<file path="config.mk">
export PLATFORM = sky130hd
export DESIGN_NAME = uart_rx_fifo_bridge
export DESIGN_NICKNAME = d
export VERILOG_FILES = /design/src/rtl/uart_pkg.sv /design/src/rtl/uart_rx_sync_fifo.sv /design/src/rtl/uart_rx_fifo_bridge.sv
export SDC_FILE = /design/constraint.sdc
export NUM_CORES = 1
export LEC_CHECK = 0
export ABC_AREA = 1
export ABC_CLOCK_PERIOD_IN_PS = 5700
export CORE_MARGIN = 2
export CORE_UTILIZATION = 40
export CTS_CLUSTER_SIZE = 20
export DETAILED_ROUTE_END_ITERATION = 10
export PLACE_DENSITY = 0.64
export SLEW_MARGIN = 30
export SYNTH_ARGS = -nofsm -noshare
export SYNTH_HDL_FRONTEND = slang
export SYNTH_SLANG_ARGS = --single-unit
</file>
<file path="constraint.sdc">
create_clock -name clk -period 5.7 [get_ports clk]
set_clock_uncertainty 0.1 [all_clocks]
set_input_delay 0.57 -clock clk [delete_from_list [all_inputs] [get_ports clk]]
set_output_delay 0.57 -clock clk [all_outputs]
set_load 0.05 [all_outputs]
</file>
<file path="src/rtl/uart_pkg.sv">
// Shared types and constants for the UART receive bridge.
// UART_RX_PARITY_EN adds the PARITY state to the receive FSM.
package uart_pkg;

  typedef enum logic [2:0] {
    ST_IDLE,
    ST_START,
    ST_DATA,
`ifdef UART_RX_PARITY_EN
    ST_PARITY,
`endif
    ST_STOP,
    ST_WAIT_IDLE
  } rx_state_e;

  localparam int         OVERSAMPLE = 16;
  localparam logic [3:0] TICK_LAST  = 4'd15;
  localparam logic [3:0] VOTE_T0    = 4'd7;
  localparam logic [3:0] VOTE_T1    = 4'd8;
  localparam logic [3:0] VOTE_T2    = 4'd9;

  // Oversample divider, floored, never below 1.
  function automatic int uart_div(input int clk_freq, input int baud);
    int d;
    d = clk_freq / (baud * OVERSAMPLE);
    return (d < 1) ? 1 : d;
  endfunction

endpackage

</file>
<file path="src/rtl/uart_rx_sync_fifo.sv">
// First-word-fall-through FIFO; a push into a full FIFO lands only when a pop
// happens in the same cycle.
module uart_rx_sync_fifo #(
  parameter int DEPTH = 4,
  parameter int W     = 8
) (
  input  logic                     clk,
  input  logic                     rst,
  input  logic                     push,
  input  logic                     pop,
  input  logic [W-1:0]             din,
  output logic [W-1:0]             dout,
  output logic                     empty,
  output logic                     full,
  output logic [$clog2(DEPTH):0]   count
);
  localparam int AW = $clog2(DEPTH);

  logic [W-1:0]  r_mem [DEPTH];
  logic [AW-1:0] r_wptr, r_rptr;
  logic [AW:0]   r_count;
  logic          w_wr, w_rd;

  assign w_wr = push && (!full || pop);
  assign w_rd = pop && !empty;

  always_ff @(posedge clk or negedge rst) begin
    if (!rst) begin
      for (int i = 0; i < DEPTH; i++) r_mem[i] <= '0;
      r_wptr  <= '0;
      r_rptr  <= '0;
      r_count <= '0;
    end else begin
      if (w_wr) begin
        r_mem[r_wptr] <= din;
        r_wptr        <= r_wptr + 1'b1;
      end
      if (w_rd) r_rptr <= r_rptr + 1'b1;
      case ({w_wr, w_rd})
        2'b10:   r_count <= r_count + 1'b1;
        2'b01:   r_count <= r_count - 1'b1;
        default: r_count <= r_count;
      endcase
    end
  end

  assign dout  = r_mem[r_rptr];
  assign empty = (r_count == '0);
  assign full  = (r_count == (AW+1)'(DEPTH));
  assign count = r_count;

endmodule

</file>
<file path="src/rtl/uart_rx_fifo_bridge.sv">
// UART receive front-end: rx synchronizer, 16x oversampler, frame FSM, sticky
// error flags and byte FIFO. Optional parity checking under UART_RX_PARITY_EN.
module uart_rx_fifo_bridge
  import uart_pkg::*;
#(
  parameter int CLK_FREQ   = 50_000_000,
  parameter int BAUD       = 115200,
  parameter int FIFO_DEPTH = 4,
  parameter int PARITY_ODD = 0
) (
  input  logic       clk,
  input  logic       rst,
  input  logic       rx,
  input  logic       rd_en,
  input  logic       clr_err,
  output logic [7:0] rx_data,
  output logic       rx_valid,
  output logic       rx_full,
  output logic       frame_err,
  output logic       overrun,
  output logic       parity_err,
  output logic       heard_bit_out
);
  localparam int             DIV      = uart_div(CLK_FREQ, BAUD);
  localparam int             DW       = (DIV > 1) ? $clog2(DIV) : 1;
  localparam logic [DW-1:0]  DIV_LAST = DW'(DIV - 1);
  localparam int             AW       = $clog2(FIFO_DEPTH);

  if (FIFO_DEPTH < 2 || FIFO_DEPTH > 16 || (FIFO_DEPTH & (FIFO_DEPTH - 1)) != 0 ||
      PARITY_ODD < 0 || PARITY_ODD > 1) begin : g_bad_cfg
    $error("uart_rx_fifo_bridge: bad FIFO_DEPTH or PARITY_ODD");
  end

  logic [1:0]    r_sync;
  logic          r_rx_prev;
  rx_state_e     r_state;
  logic [DW-1:0] r_div;
  logic [3:0]    r_tcnt;
  logic [2:0]    r_bit;
  logic [7:0]    r_shift;
  logic          r_v0, r_v1, r_push, r_par_bad, r_frame_err, r_overrun;
  logic          w_rx_s, w_tick, w_vote, w_decide, w_bit_end, w_par_mis;
  logic          w_empty, w_full;
  logic [AW:0]   w_count;

  assign w_rx_s    = r_sync[1];
  assign w_tick    = (r_state != ST_IDLE) && (r_div == DIV_LAST);
  assign w_vote    = (r_v0 & r_v1) | (r_v0 & w_rx_s) | (r_v1 & w_rx_s);
  assign w_decide  = w_tick && (r_tcnt == VOTE_T2);
  assign w_bit_end = w_tick && (r_tcnt == TICK_LAST);

`ifdef UART_RX_PARITY_EN
  localparam logic PAR_ODD = PARITY_ODD[0];
  assign w_par_mis = w_decide && (r_state == ST_PARITY) && (w_vote != (^r_shift ^ PAR_ODD));
`else
  assign w_par_mis = 1'b0;
`endif

  always_ff @(posedge clk or negedge rst) begin
    if (!rst) begin
      r_sync    <= 2'b11;
      r_rx_prev <= 1'b1;
    end else begin
      r_sync    <= {r_sync[0], rx};
      r_rx_prev <= w_rx_s;
    end
  end

  always_ff @(posedge clk or negedge rst) begin
    if (!rst) begin
      r_state   <= ST_IDLE;
      r_div     <= '0;
      r_tcnt    <= '0;
      r_bit     <= '0;
      r_shift   <= '0;
      r_v0      <= 1'b1;
      r_v1      <= 1'b1;
      r_push    <= 1'b0;
      r_par_bad <= 1'b0;
    end else begin
      r_push <= 1'b0;
      // Divider is held at 0 while idle so every frame starts on a fresh bit.
      if (r_state == ST_IDLE || w_tick) r_div <= '0;
      else                              r_div <= r_div + 1'b1;
      if (w_tick) r_tcnt <= r_tcnt + 1'b1;
      if (w_tick && r_tcnt == VOTE_T0) r_v0 <= w_rx_s;
      if (w_tick && r_tcnt == VOTE_T1) r_v1 <= w_rx_s;
      if (w_par_mis) r_par_bad <= 1'b1;
      case (r_state)
        ST_IDLE: begin
          r_tcnt <= '0;
          if (r_rx_prev && !w_rx_s) begin
            r_state   <= ST_START;
            r_par_bad <= 1'b0;
          end
        end
        ST_START: begin
          if (w_decide && w_vote) r_state <= ST_IDLE;
          else if (w_bit_end) begin
            r_state <= ST_DATA;
            r_bit   <= '0;
          end
        end
        ST_DATA: begin
          if (w_decide) r_shift <= {w_vote, r_shift[7:1]};
          if (w_bit_end) begin
            r_bit <= r_bit + 1'b1;
            if (r_bit == 3'd7)
`ifdef UART_RX_PARITY_EN
              r_state <= ST_PARITY;
`else
              r_state <= ST_STOP;
`endif
          end
        end
`ifdef UART_RX_PARITY_EN
        ST_PARITY: if (w_bit_end) r_state <= ST_STOP;
`endif
        ST_STOP: begin
          // Leave at mid-stop-bit so the next start edge is never missed.
          if (w_decide) begin
            if (w_vote) begin
              r_push  <= !r_par_bad;
              r_state <= ST_IDLE;
            end else begin
              r_state <= ST_WAIT_IDLE;
            end
          end
        end
        ST_WAIT_IDLE: if (w_rx_s) r_state <= ST_IDLE;
        default: r_state <= ST_IDLE;
      endcase
    end
  end

  always_ff @(posedge clk or negedge rst) begin
    if (!rst) begin
      r_frame_err <= 1'b0;
      r_overrun   <= 1'b0;
    end else begin
      if (w_decide && r_state == ST_STOP && !w_vote) r_frame_err <= 1'b1;
      else if (clr_err)                              r_frame_err <= 1'b0;
      // count MSB is set only when the FIFO holds DEPTH entries
      if (r_push && w_count[AW] && !rd_en) r_overrun <= 1'b1;
      else if (clr_err)                    r_overrun <= 1'b0;
    end
  end

`ifdef UART_RX_PARITY_EN
  logic r_par_err;
  always_ff @(posedge clk or negedge rst) begin
    if (!rst)           r_par_err <= 1'b0;
    else if (w_par_mis) r_par_err <= 1'b1;
    else if (clr_err)   r_par_err <= 1'b0;
  end
  assign parity_err = r_par_err;
`else
  assign parity_err = 1'b0;
`endif

  uart_rx_sync_fifo #(.DEPTH(FIFO_DEPTH), .W(8)) u_fifo (
    .clk   (clk),
    .rst   (rst),
    .push  (r_push),
    .pop   (rd_en),
    .din   (r_shift),
    .dout  (rx_data),
    .empty (w_empty),
    .full  (w_full),
    .count (w_count)
  );

  assign rx_valid      = !w_empty;
  assign rx_full       = w_full;
  assign frame_err     = r_frame_err;
  assign overrun       = r_overrun;
  assign heard_bit_out = (r_state != ST_IDLE);

endmodule
</file>
### Word-level counts from Yosys, hierarchy flattened

Index checks and enable logic that the tools add are counted.

| storage, ports and cells | value |
|---|---|
| register bits | 70 |
| bits of input ports | 5 |
| output and inout port bits | 14 |
| word-level logic and storage cells | 118 |

| cells by class | value |
|---|---|
| add/sub/neg operators | 7 |
| magnitude comparators | 3 |
| equal/unequal tests | 21 |
| muxes and demuxes | 29 |
| bitwise operators | 7 |
| reduce and logical (&&, ||, !) cells | 32 |

Operators with widths:

| cell | count |
|---|---|
| two-way mux 3 bit | 11 |
| bitwise mux 32 bit | 1 |
| two-way mux 8 bit | 3 |
| binary-select mux 8 bit (select 2 bit) | 1 |
| demux 8 bit (select 2 bit) | 1 |
| case mux 3 bit (5 select lines) | 1 |
| logical AND 1 bit | 14 |
| equality test 4 bit, second input constant | 3 |
| != test 2 bit, second input constant | 6 |
| case mux 3 bit (2 select lines) | 2 |
| nonzero test 2 bit | 5 |
| equality test 3 bit, second input constant | 3 |
| two-way mux 4 bit | 2 |
| adder 3 x 1 -> 3 bit, second input constant | 2 |
| equality test 3 x 2 -> 1 bit, second input constant | 2 |
| greater-or-equal comparator 3 bit, second input constant | 2 |
| logical NOT 3 bit | 2 |
| two-way mux 1 bit | 6 |
| NOT 2 -> 3 bit | 2 |
| AND reduction 6 bit | 1 |
| adder 5 x 1 -> 5 bit, second input constant | 1 |
| equality test 5 bit, second input constant | 1 |
| logical NOT 1 bit | 5 |
| two-way mux 5 bit | 1 |
| 16 further kinds | 21 |

### Logic depth before layout (Yosys ltp)

Gate-level depths: netlist of run 1.

| logic depth | value |
|---|---|
| depth in word-level cells | 6 |
| gate-level depth with buffers | 11 |
| mapped depth without buffers | 11 |

### Cells and area by module

A second synthesis of run 1 with hierarchy kept.

| second synthesis, totals | value |
|---|---|
| cell total of the unflattened synthesis | 408 |
| area total of the unflattened synthesis | 3515.9 µm² |

Modules (own cells, without submodules):

| module | instances | cells an instance | area an instance (µm²) | seq. area each (µm²) |
|---|---|---|---|---|
| uart_rx_sync_fifo | 1 | 236 | 2011.9 | 975.9 |
| uart_rx_fifo_bridge | 1 | 172 | 1503.9 | 782.0 |

### Worst setup path before layout of run 1

No wires, ideal clock.

| timing | value |
|---|---|
| kind | flip-flop to flip-flop |
| start | register u_fifo.r_count[1], in the netlist u_fifo.count[1] |
| end | register u_fifo.r_count[2], in the netlist u_fifo.count[2] |
| library setup time | 131 ps |
| arrival time | 2361 ps |
| required time | 5469 ps |
| path slack | 3108 ps |
| stages on the path, launching flop included | 10 |
| path buffers | 0 |
| clock period less this slack | 2592 ps |
| path through | dfrtp_1 > nor3_2 > nand2_2 > nand2_4 > ha_1 > inv_1 > fa_1 > a21oi_1 > o21ai_0 > xor2_1 |

| on the way | value |
|---|---|
| longest elaborated chain between the ends | 6 |
| elaborated cells between the ends (all ways) | 13 |
| those cells by class | 2 x add/sub; 3 x eq/ne; 1 x mux; 7 x reduce/logical |

RTL lines:

| element | RTL line | source |
|---|---|---|
| from (decl) | uart_rx_sync_fifo.sv:21 | `logic [AW:0] r_count;` |
| from (signal assigned) | uart_rx_sync_fifo.sv:40 | `2'b10: r_count <= r_count + 1'b1;` |
| from (signal assigned) | uart_rx_sync_fifo.sv:41 | `2'b01: r_count <= r_count - 1'b1;` |
| from (signal assigned) | uart_rx_sync_fifo.sv:42 | `default: r_count <= r_count;` |
| equality test 3 bit (*) | uart_rx_sync_fifo.sv:49 | `assign full = (r_count == (AW+1)'(DEPTH));` |
| net rx_full | uart_rx_fifo_bridge.sv:18 | `output logic rx_full,` |
| logical NOT 1 bit (*) | uart_rx_sync_fifo.sv:24 | `assign w_wr = push && (!full \|\| pop);` |
| logical OR 1 bit (*) | uart_rx_sync_fifo.sv:24 |  |
| logical AND 1 bit (*) | uart_rx_sync_fifo.sv:24 |  |
| equality test 2 x 1 -> 1 bit / equality test 2 bit (equally long branches) | uart_rx_sync_fifo.sv:39 | `case ({w_wr, w_rd})` |
| case mux 3 bit (2 select lines) / nonzero test 2 bit (equally long branches) | n/a |  |

Mark *: on every way through the listed nets, which the timed path passes. The rest lies on a longest branch.
A chain may end at the register's enable or synchronous reset.

### Worst setup path after layout of run 1

| timing | value |
|---|---|
| start | register u_fifo.r_rptr[0] |
| end | output rx_data[5] |

| on the way | value |
|---|---|
| longest elaborated chain between the ends | 4 |

RTL lines:

| element | RTL line | source |
|---|---|---|
| from (decl) | uart_rx_sync_fifo.sv:20 | `logic [AW-1:0] r_wptr, r_rptr;` |
| from (signal assigned) | uart_rx_sync_fifo.sv:38 | `if (w_rd) r_rptr <= r_rptr + 1'b1;` |
| NOT 2 -> 3 bit (implied by the code) | uart_rx_sync_fifo.sv:47 | `assign dout = r_mem[r_rptr];` |
| binary-select mux 8 bit (select 2 bit) | uart_rx_sync_fifo.sv:47 |  |
| two-way mux 8 bit (implied by the code) (2 in series) | uart_rx_sync_fifo.sv:47 |  |
| to (decl) | uart_rx_fifo_bridge.sv:16 | `output logic [7:0] rx_data,` |

No other way between the ends. The select of a mux whose other input is x is not followed.

==> run metrics, run 1 <==
cts bufs inserted=9; DR WL/cell=11.9 um; worst hold path type=in -> async; # hold bufs at CTS=0; Site Rows=33; Post-CTS Setup Repair Bufs=0; Hold WS=around 0.21 ns; r2r endpoint=u_fifo.count[2]; final hold vios=0; Post-DRT Antenna Nets=0; GR Util met3=under 10%; GRT overflow=0; Max VDD drop=about 150 uV; fill count=~810; Critical Path RT=5.03 ns; Final #Nets=roughly 400; r2r startpoint=u_fifo.count[0]; clock period minus worst slack=3.08 ns; mapped cell area=approximately 0.0034 mm^2; Design Power=approximately 1.6 mW; Post-synth EDFFs=0; CTS tree=built; final WL=between 5000 and 6000 um; Worst-path clk slew=approximately 0.080 ns; Initial Utilization=a little over 40%; Bufs on Longest Clock Path=2; synthesis-to-finish area growth=12.2%; dominant cell type by area after synthesis=dfrtp_1; Synth warnings=0; Yosys cell types=35; crit path max fanout=19; RSZ-0062 raised after global routing=false; CP Launch Type=flop; Sw Share=40.7%; Max-Cap Viols=0; Comb pwr share=a little under two fifths; die height=around 96 um; total core area=roughly 0.0083 mm^2; Root Buffer=clkbuf_8; #FFs+latches synth=70; Primary FF master, synth=dfrtp_1; Buffers on Ports=17; DP HPWL=roughly 4300 um; met2 Resource Use GR=a little over a fifth; number of global-route vias before repair=approximately 2200; die footprint=just over 0.009 mm^2; period utilisation layout=54.0%; crit path DAT=2.41 ns; first-pass GRT wire length=between 10000 and 15000 um; worst skew pair latency=0.34 ns; largest net degree at the start of global routing=71; Final TNS setup=0 ns; R2R setup slack=approximately 3.4 ns; Power Density=around 410 mW/mm^2; syn_nets=about 380; routed vias=roughly 2400; FFs w/ async S/R, synth=100%; clk sinks=70; most frequent cells after synthesis=78 x nand2_1, 65 x dfrtp_1, 47 x o21ai_0, 34 x inv_1, 30 x nor2_1; Synth area leaders=dfrtp_1 48%, nand2_1 8.6%, o21ai_0 6.9%, ha_1 4.4%, dfstp_2 3.8%; Slew headroom=about three fifths; Clock power frac=between 20 and 25%; FMAX=~330 MHz; Worst Setup End Kind=output port; Avg Inst Size Synth=slightly above 9 um^2; layout cells sized above 1=between 10 and 15%; Slew Viols, Final=0; First-pass DRT Iterations=4; GRT Util Overall=14.3%; Slew @ Worst Pin=0.622 ns; # DRC=0; initial antenna violation count=0; H-tree depth=3; top-count cell post-synth=nand2_1; Resize count post-CTS=0; Ports=19; Setup Crit Path Kind=reg -> out; drt via density=4.83; Diodes inserted=0; Die X=between 90 and 100 um; Final setup viols=0; Reg power frac=between 30 and 40%; Switch Pwr=roughly 0.65 mW; P_leak=1.73 nW; register area share after synthesis=51.4%; outcome=finished clean; post-synth top area share=between 40 and 50%; Mapped Cells=366; GRT busiest layer=met2; Final Wtd Congestion=about 0.77; Critical path origin=u_fifo.r_rptr[0]; met1 Use GR=between 10% and 20%; FF-to-FF path depth=8; Internal Power=around 0.94 mW; Initial DRC Count=roughly 130
## area by class of cell
type | instances | area (um^2) | share of cell area, %
Sequential cell | 70 | 1760 | 45.9
Clock inverter | 6 | 61.3 | 1.60
Timing Repair Buffer | 18 | 176 | 4.60
Tap cell | 105 | 131 | 3.43
Multi-Input combinational cell | 246 | 1420 | 37.0
Clock buffer | 10 | 128 | 3.33
Inverter | 41 | 159 | 4.14
## metal layers
layer | up-vias | part of all wire [%] | wire length [um]
met1 | 1134 | 51 | 3000
li1 | 1223 | - | -
met3 | 8 | 3.4 | 202
met4 | 0 | 0.94 | 56
met2 | 33 | 45 | 2660
met5 | - | 0 | 0
## how the worst max path moves through the flow
stage / to / slack, ns / cells after the start
floorplan: u_fifo.count[2] / 3.11 / 9
detailed placement: u_fifo.count[2] / 2.84 / 9
global placement: u_fifo.count[2] / 2.89 / 9
global route: rx_data[7] / 2.43 / 4
finish: rx_data[5] / 2.62 / 4
CTS: rx_data[3] / 2.62 / 4
## worst max-delay path: stages (launching register included)
cell	delay (ns)
dfrtp_1	0.56
inv_1	0.39
nor2_1	0.09
o22ai_1	0.19
clkdlybuf4s50_1	0.82
## placed cells by master, fill, tap and decap left out
cell type,Yosys,final
nand2_1,78,78
dfrtp_1,65,65
o21ai_0,47,47
inv_1,34,34
nor2_1,30,30
clkdlybuf4s50_1,0,16
o21ai_1,15,15
ha_1,12,12
clkbuf_8,0,9
nand3_1,8,8
o22ai_1,8,8
xor2_1,7,7
inv_2,6,6
nand4_1,5,5
dfstp_2,5,5
nand2_2,4,4
nand2_8,4,4
o21ai_2,4,4
nor2_2,3,3
a21oi_1,3,3
nor3_1,3,3
clkinv_2,0,3
nor2_8,2,2
nand2_4,2,2
nor3_2,2,2
xnor2_1,2,2
inv_6,1,2
nand3_4,2,2
a31oi_1,1,1
nor4_1,1,1
nor2_4,1,1
fa_1,1,1
conb_1,1,1
bufinv_16,0,1
clkinvlp_4,0,1
clkbuf_1,1,1
buf_2,2,1
buf_6,4,1
## through the flow
| stage | instances | worst slack [ns] | instance area (um^2) | util (%) |
|---|---|---|---|---|
| 6_report | 496 | 2.62 | 3830 | 46.4 |
| 3_3_place_gp | 480 | 2.89 | 3640 | 44.1 |
| 4_1_cts | 496 | 2.62 | 3830 | 46.4 |
| 3_5_place_dp | 480 | 2.84 | 3640 | 44.1 |
| 5_1_grt | 496 | 2.43 | 3830 | 46.4 |
| 2_1_floorplan | 366 | 3.11 | 3420 | - |
## power groups by stage
| stage | combinational, mW | sequential (mW) | clock [mW] |
|---|---|---|---|
| floorplan | 0.470 | 0.577 | 0 |
| global placement | 0.602 | 0.598 | 0 |
| detailed placement | 0.611 | 0.602 | 0 |
| CTS | 0.613 | 0.592 | 0.398 |
| global route | 0.661 | 0.600 | 0.424 |
| finish | 0.608 | 0.593 | 0.383 |
## flip-flops by register name, summed over array words and instances (netlist names)
register	count
r_bit	3
frame_err	1
u_fifo.r_rptr	2
r_v0	1
overrun	1
r_div	5
r_shift	8
r_sync	2
r_v1	1
u_fifo.r_wptr	2
r_rx_prev	1
r_tcnt	4
r_state	3
u_fifo.count	3
r_push	1
u_fifo.r_mem	32
## logic make-up (layout without fill, tap and decap cells)
family                     after synthesis  after routing  synth area share, %
and+or+nand+nor                        145            145                 22.0
AOI/OAI and AO/OA                       78             78                 12.2
DFF                                     70             70                 51.4
buffers and inverters                   50             75                 7.03
adders and majority gates               13             13                 4.98
xor gates and xnor gates                 9              9                 2.31
other                                    1              1                0.110
Note: power is estimated with default switching activity, not from simulation.
==> inputs of run 2 (changes only) <==
--- a/config.mk
+++ b/config.mk
@@ -6,7 +6,7 @@
 export NUM_CORES = 1
 export LEC_CHECK = 0
 export ABC_AREA = 1
-export ABC_CLOCK_PERIOD_IN_PS = 5700
+export ABC_CLOCK_PERIOD_IN_PS = 2900
 export CORE_MARGIN = 2
 export CORE_UTILIZATION = 40
 export CTS_CLUSTER_SIZE = 20
==> constraint.sdc (replaced) <==
create_clock -name clk -period 2.9 [get_ports clk]
set_clock_uncertainty 0.1 [all_clocks]
set_input_delay 0.29 -clock clk [delete_from_list [all_inputs] [get_ports clk]]
set_output_delay 0.29 -clock clk [all_outputs]
set_load 0.05 [all_outputs]
==> run 2 against run 1 <==
Compared with the run above: combinational power grew 110%; critical path type unchanged; first-iteration DRC count is 26% lower; die area is the same; largest power group unchanged; highest routed layer unchanged.
==> run metrics, run 2 (same netlist as run 1, synthesis figures left out) <==
cts bufs inserted=9; CP bufs+invs=2; register with the most flip-flops=u_fifo.r_mem; most frequent cells in the layout=78 x nand2_1, 65 x dfrtp_1, 47 x o21ai_0, 34 x inv_1, 30 x nor2_1; total core area=0.00826 mm^2; Design Power=3.17 mW; synthesis-to-finish area growth=13.3%; Post-DRT Antenna Nets=0; period utilisation layout=between 90% and 100%; P_leak=between 1.5 and 2 nW; Slew Viols, Final=0; # DRC=0; Largest delay share family, worst path=buffers and inverters; Die X=96.4 um; Buffers on Ports=17; multi-input logic area=0.00142 mm^2; initial antenna violation count=0; Root Buffer=clkbuf_8; Worst-path clk slew=0.07 ns; Max VDD drop=343 uV; crit-path max cell delay=0.84 ns; GRT Util Overall=15.7%; final WL=approximately 6000 um; worst hold path type=in -> reg; Power Density=between 800 and 900 mW/mm^2; Critical Path RT=2.51 ns; Site Rows=33; Critical Path, Cell by Cell=inv_1 -> o21ai_0 -> o22ai_1 -> clkdlybuf4s50_1; Initial DRC Count=97; drt via density=between 4 and 5; Bufs on Longest Clock Path=2; crit path max fanout=16; GRT overflow=0; Ports=19; worst skew pair latency=around 0.34 ns; routed vias=2405; fill count=between 800 and 900; Final setup viols=0; Final Wtd Congestion=~0.86; H-tree depth=3; crit path DAT=~2.2 ns; Max-Cap Viols=0; Diodes inserted=0; final hold vios=0; Final #Nets=~410; CTS tree=built; Sequential cell area=approximately 0.0018 mm^2; Initial Utilization=between 40% and 50%; clock period minus worst slack=around 2.6 ns; Setup Crit Path Kind=reg -> out; layout cells sized above 1=between 10% and 20%; outcome=finished clean; Worst Setup End Kind=output port; leading cell type in the layout, fill and taps excluded=nand2_1; largest registers=u_fifo.r_mem x32, r_shift x8, r_div x5; CP Launch Type=flop; max reg flops=32; die footprint=0.00930 mm^2; largest net degree at the start of global routing=27; clk sinks=70; Slowest-stage cell, CP=clkdlybuf4s50_1; DR WL/cell=12.1 um; first-pass GRT wire length=roughly 11000 um; RSZ-0062 raised after global routing=false; Slew @ Worst Pin=between 0.5 and 0.6 ns; FMAX=between 300 and 400 MHz; First-pass DRT Iterations=6; DP HPWL=around 4200 um; Resize count post-CTS=0; Hold WS=roughly 0.24 ns; Slew headroom=between 60% and 70%; die height=96.4 um; number of global-route vias before repair=2378; Final TNS setup=0 ns
-- run 2: layout make-up --
class	count	share of cell area [%]
repair buffers	22	5.30
multi-input cells	246	36.7
well taps	105	3.39
clock buffers	10	3.55
flip-flops and latches	70	45.4
inverters	41	4.10
clock inverters	6	1.58
-- run 2: per-stage QoR --
step | area (um^2) | std cells | worst slack (ns) | utilization (%)
after detailed placement | 3660 | 483 | 0.463 | 44.4
final | 3870 | 500 | 0.265 | 46.9
after global routing | 3870 | 500 | 0.0877 | 46.9
after floorplan | 3420 | 366 | 0.308 | -
after CTS | 3870 | 500 | 0.235 | 46.9
after global placement | 3660 | 483 | 0.522 | 44.4
-- run 2: routing by layer --
layer  wire length [um]  up-vias  global-route usage [%]
met3                272        7                    5.90
met4                 70        0                    4.11
met2               2780       38                    25.2
met5                  0        -                       0
li1                   -     1230                       -
met1               2940     1130                    20.0
-- run 2: where the power goes --
part | leakage (nW) | internal (mW) | switching, mW
logic | 0.719 | 0.410 | 0.854
clock network | 0.102 | 0.417 | 0.363
registers | 0.933 | 1.05 | 0.0737
-- run 2: path summary, 6_finish.rpt --
path                                  start               end  slack, ns  depth (start not counted)
setup / recovery           u_fifo.r_rptr[0]        rx_data[3]       0.27                          4
hold reg to reg                   r_sync[0]         r_sync[1]       0.26                          0
max in group asynchronous               rst         r_rx_prev       1.55                          3
hold / removal                           rx         r_sync[0]       0.24                          1
min in group asynchronous               rst  u_fifo.r_mem[20]       0.35                          2
setup reg to reg            u_fifo.count[0]   u_fifo.count[2]       0.77                          8
-- run 2: what timing repair did --
item / 4_1_cts / 5_1_grt
hold endpoints to repair: 22 / 0
hold buffers: 1 / 0
setup buffers: 0 / 0
-- run 2: worst reg2reg max path, stage by stage, from the launching register on --
cell     delay (ns)
dfrtp_1        0.39
inv_1          0.10
a31oi_1        0.32
ha_1           0.20
inv_1          0.07
fa_1           0.43
a21oi_1        0.14
o21ai_0        0.11
xor2_1         0.15
==> inputs of run 3 (changes only) <==
--- a/config.mk
+++ b/config.mk
@@ -6,12 +6,12 @@
 export NUM_CORES = 1
 export LEC_CHECK = 0
 export ABC_AREA = 1
-export ABC_CLOCK_PERIOD_IN_PS = 2900
+export ABC_CLOCK_PERIOD_IN_PS = 2200
 export CORE_MARGIN = 2
 export CORE_UTILIZATION = 40
 export CTS_CLUSTER_SIZE = 20
 export DETAILED_ROUTE_END_ITERATION = 10
-export PLACE_DENSITY = 0.64
+export PLACE_DENSITY = 0.66
 export SLEW_MARGIN = 30
 export SYNTH_ARGS = -nofsm -noshare
 export SYNTH_HDL_FRONTEND = slang
==> constraint.sdc (replaced) <==
create_clock -name clk -period 2.2 [get_ports clk]
set_clock_uncertainty 0.1 [all_clocks]
set_input_delay 0.22 -clock clk [delete_from_list [all_inputs] [get_ports clk]]
set_output_delay 0.22 -clock clk [all_outputs]
set_load 0.05 [all_outputs]
==> run 3 against run 2 <==
Compared with the run above: design area increased by 2.6%; register-to-register slack lost 0.59 ns; power is 41% higher; clock power is 31% higher; utilization is 1.2 points higher; non-clock buffer count decreased by 1; count of clock-buffer cells in the layout rose by 1; sequential share of layout area down 1.1 points; critical path depth shrank 1; largest power group unchanged; highest routed layer unchanged.
==> run metrics, run 3 (same netlist as run 1, synthesis figures left out) <==
register with the most flip-flops=u_fifo.r_mem; Layout Cells excl Fill=about 500; crit path max fanout=4; synthesis-to-finish area growth=16.2%; Power Density=around 1100 mW/mm^2; routed vias=around 2400; Slew Viols, Final=0; Diodes inserted=0; number of global-route vias before repair=about 2300; max reg flops=32; Critical Path RT=1.88 ns; largest net degree at the start of global routing=71; RSZ-0062 raised after global routing=false; Final setup viols=0; Setup Crit Path Kind=reg -> out; FMAX=between 400 and 500 MHz; worst skew pair latency=between 0.3 and 0.4 ns; total core area=a little over 0.008 mm^2; largest registers=u_fifo.r_mem x32, r_shift x8, r_div x5; Bufs on Longest Clock Path=2; P_leak=1.79 nW; Die X=96.4 um; GRT Util Overall=approximately 15%; final WL=roughly 6000 um; clock period minus worst slack=around 2.1 ns; Worst-path clk slew=roughly 0.08 ns; Slew @ Worst Pin=0.502 ns; # DRC=0; Hold WS=0.174 ns; Worst Setup End Kind=output port; layout cells sized above 1=~16%; die height=96.4 um; multi-input logic area=0.00144 mm^2; most frequent cells in the layout=78 x nand2_1, 65 x dfrtp_1, 46 x o21ai_0, 33 x inv_1, 30 x nor2_1; placed cells=between 400 and 500; Max VDD drop=around 460 uV; final hold vios=0; Post-DRT Antenna Nets=0; Max-Cap Viols=0; CTS tree=built; fill count=between 800 and 900; die footprint=0.00930 mm^2; cts bufs inserted=9; crit path DAT=approximately 1.8 ns; clk sinks=70; worst hold path type=in -> reg; First-pass DRT Iterations=4; Buffers on Ports=17; Site Rows=33; period utilisation layout=between 90% and 100%; drt via density=4.78; initial antenna violation count=0; Post-Route Utilization=between 40% and 50%; CP Launch Type=flop; first-pass GRT wire length=about 11000 um; Design Power=about 4.5 mW; DP HPWL=approximately 4000 um; Final #Nets=roughly 410; GRT overflow=0; Initial DRC Count=100; Root Buffer=clkbuf_8; Ports=19; Post-CTS Setup Repair Bufs=0; H-tree depth=3; outcome=finished clean; Sequential cell area=between 0.0015 and 0.002 mm^2; Final Wtd Congestion=~0.84; Slew headroom=between 60% and 70%; Initial Utilization=approximately two fifths; leading cell type in the layout, fill and taps excluded=nand2_1; DR WL/cell=approximately 12 um
[run 3: per-stage QoR]
stage	TNS [ns]	cell area, um^2	setup slack, ns
2_1_floorplan	-0.00852	3440	-0.00852
3_3_place_gp	0	3770	0.0529
3_5_place_dp	0	3770	0.00883
4_1_cts	0	3970	0.00909
5_1_grt	0	3970	0.00756
6_report	0	3970	0.0861
[run 3: layout make-up]
type / count / area share, %
Sequential cell: 70 / 44.3
Multi-Input combinational cell: 246 / 36.3
Timing Repair Buffer: 21 / 7.37
Inverter: 41 / 4.00
Clock buffer: 11 / 3.31
Tap cell: 105 / 3.31
Clock inverter: 5 / 1.48
[run 3: path summary, 6_finish.rpt]
| kind | start | to | slack [ns] | cells past startpoint |
|---|---|---|---|---|
| worst max-delay path | u_fifo.count[2] | rx_full | 0.09 | 3 |
| worst min-delay path | rx | r_sync[0] | 0.17 | 1 |
| worst max register to register | u_fifo.count[0] | u_fifo.count[2] | 0.18 | 8 |
| worst min register to register | r_sync[0] | r_sync[1] | 0.27 | 0 |
| max in group asynchronous | rst | r_sync[1] | 1.33 | 3 |
| min in group asynchronous | rst | u_fifo.r_mem[0] | 0.31 | 3 |
[run 3: worst max-delay path, stage by stage, from the launching register on]
cell and delay (ns):
dfrtp_1 0.36, inv_2 0.07, nor3_4 0.19, clkdlybuf4s50_1 0.83
[run 3: timing repair]
action                                 CTS  global route
resized for setup                        0             1
endpoints found under the hold margin   65             0
setup endpoints to repair                0             1
hold buffers                             1             0
[run 3: report_power, final]
part / internal [mW] / switching [mW] / leakage, nW
Combinational: 0.756 / 1.18 / 0.769
Sequential: 1.39 / 0.123 / 0.933
Clock: 0.527 / 0.489 / 0.0899
Total: 2.67 / 1.79 / 1.79
[run 3: routing by layer]
| layer | up-vias | routed length (um) | track usage (%) |
|---|---|---|---|
| li1 | 1226 | - | - |
| met1 | 1116 | 3070 | 19.8 |
| met2 | 36 | 2790 | 24.2 |
| met3 | 6 | 218 | 4.89 |
| met4 | 0 | 72 | 4.58 |
| met5 | - | 0 | 0 |
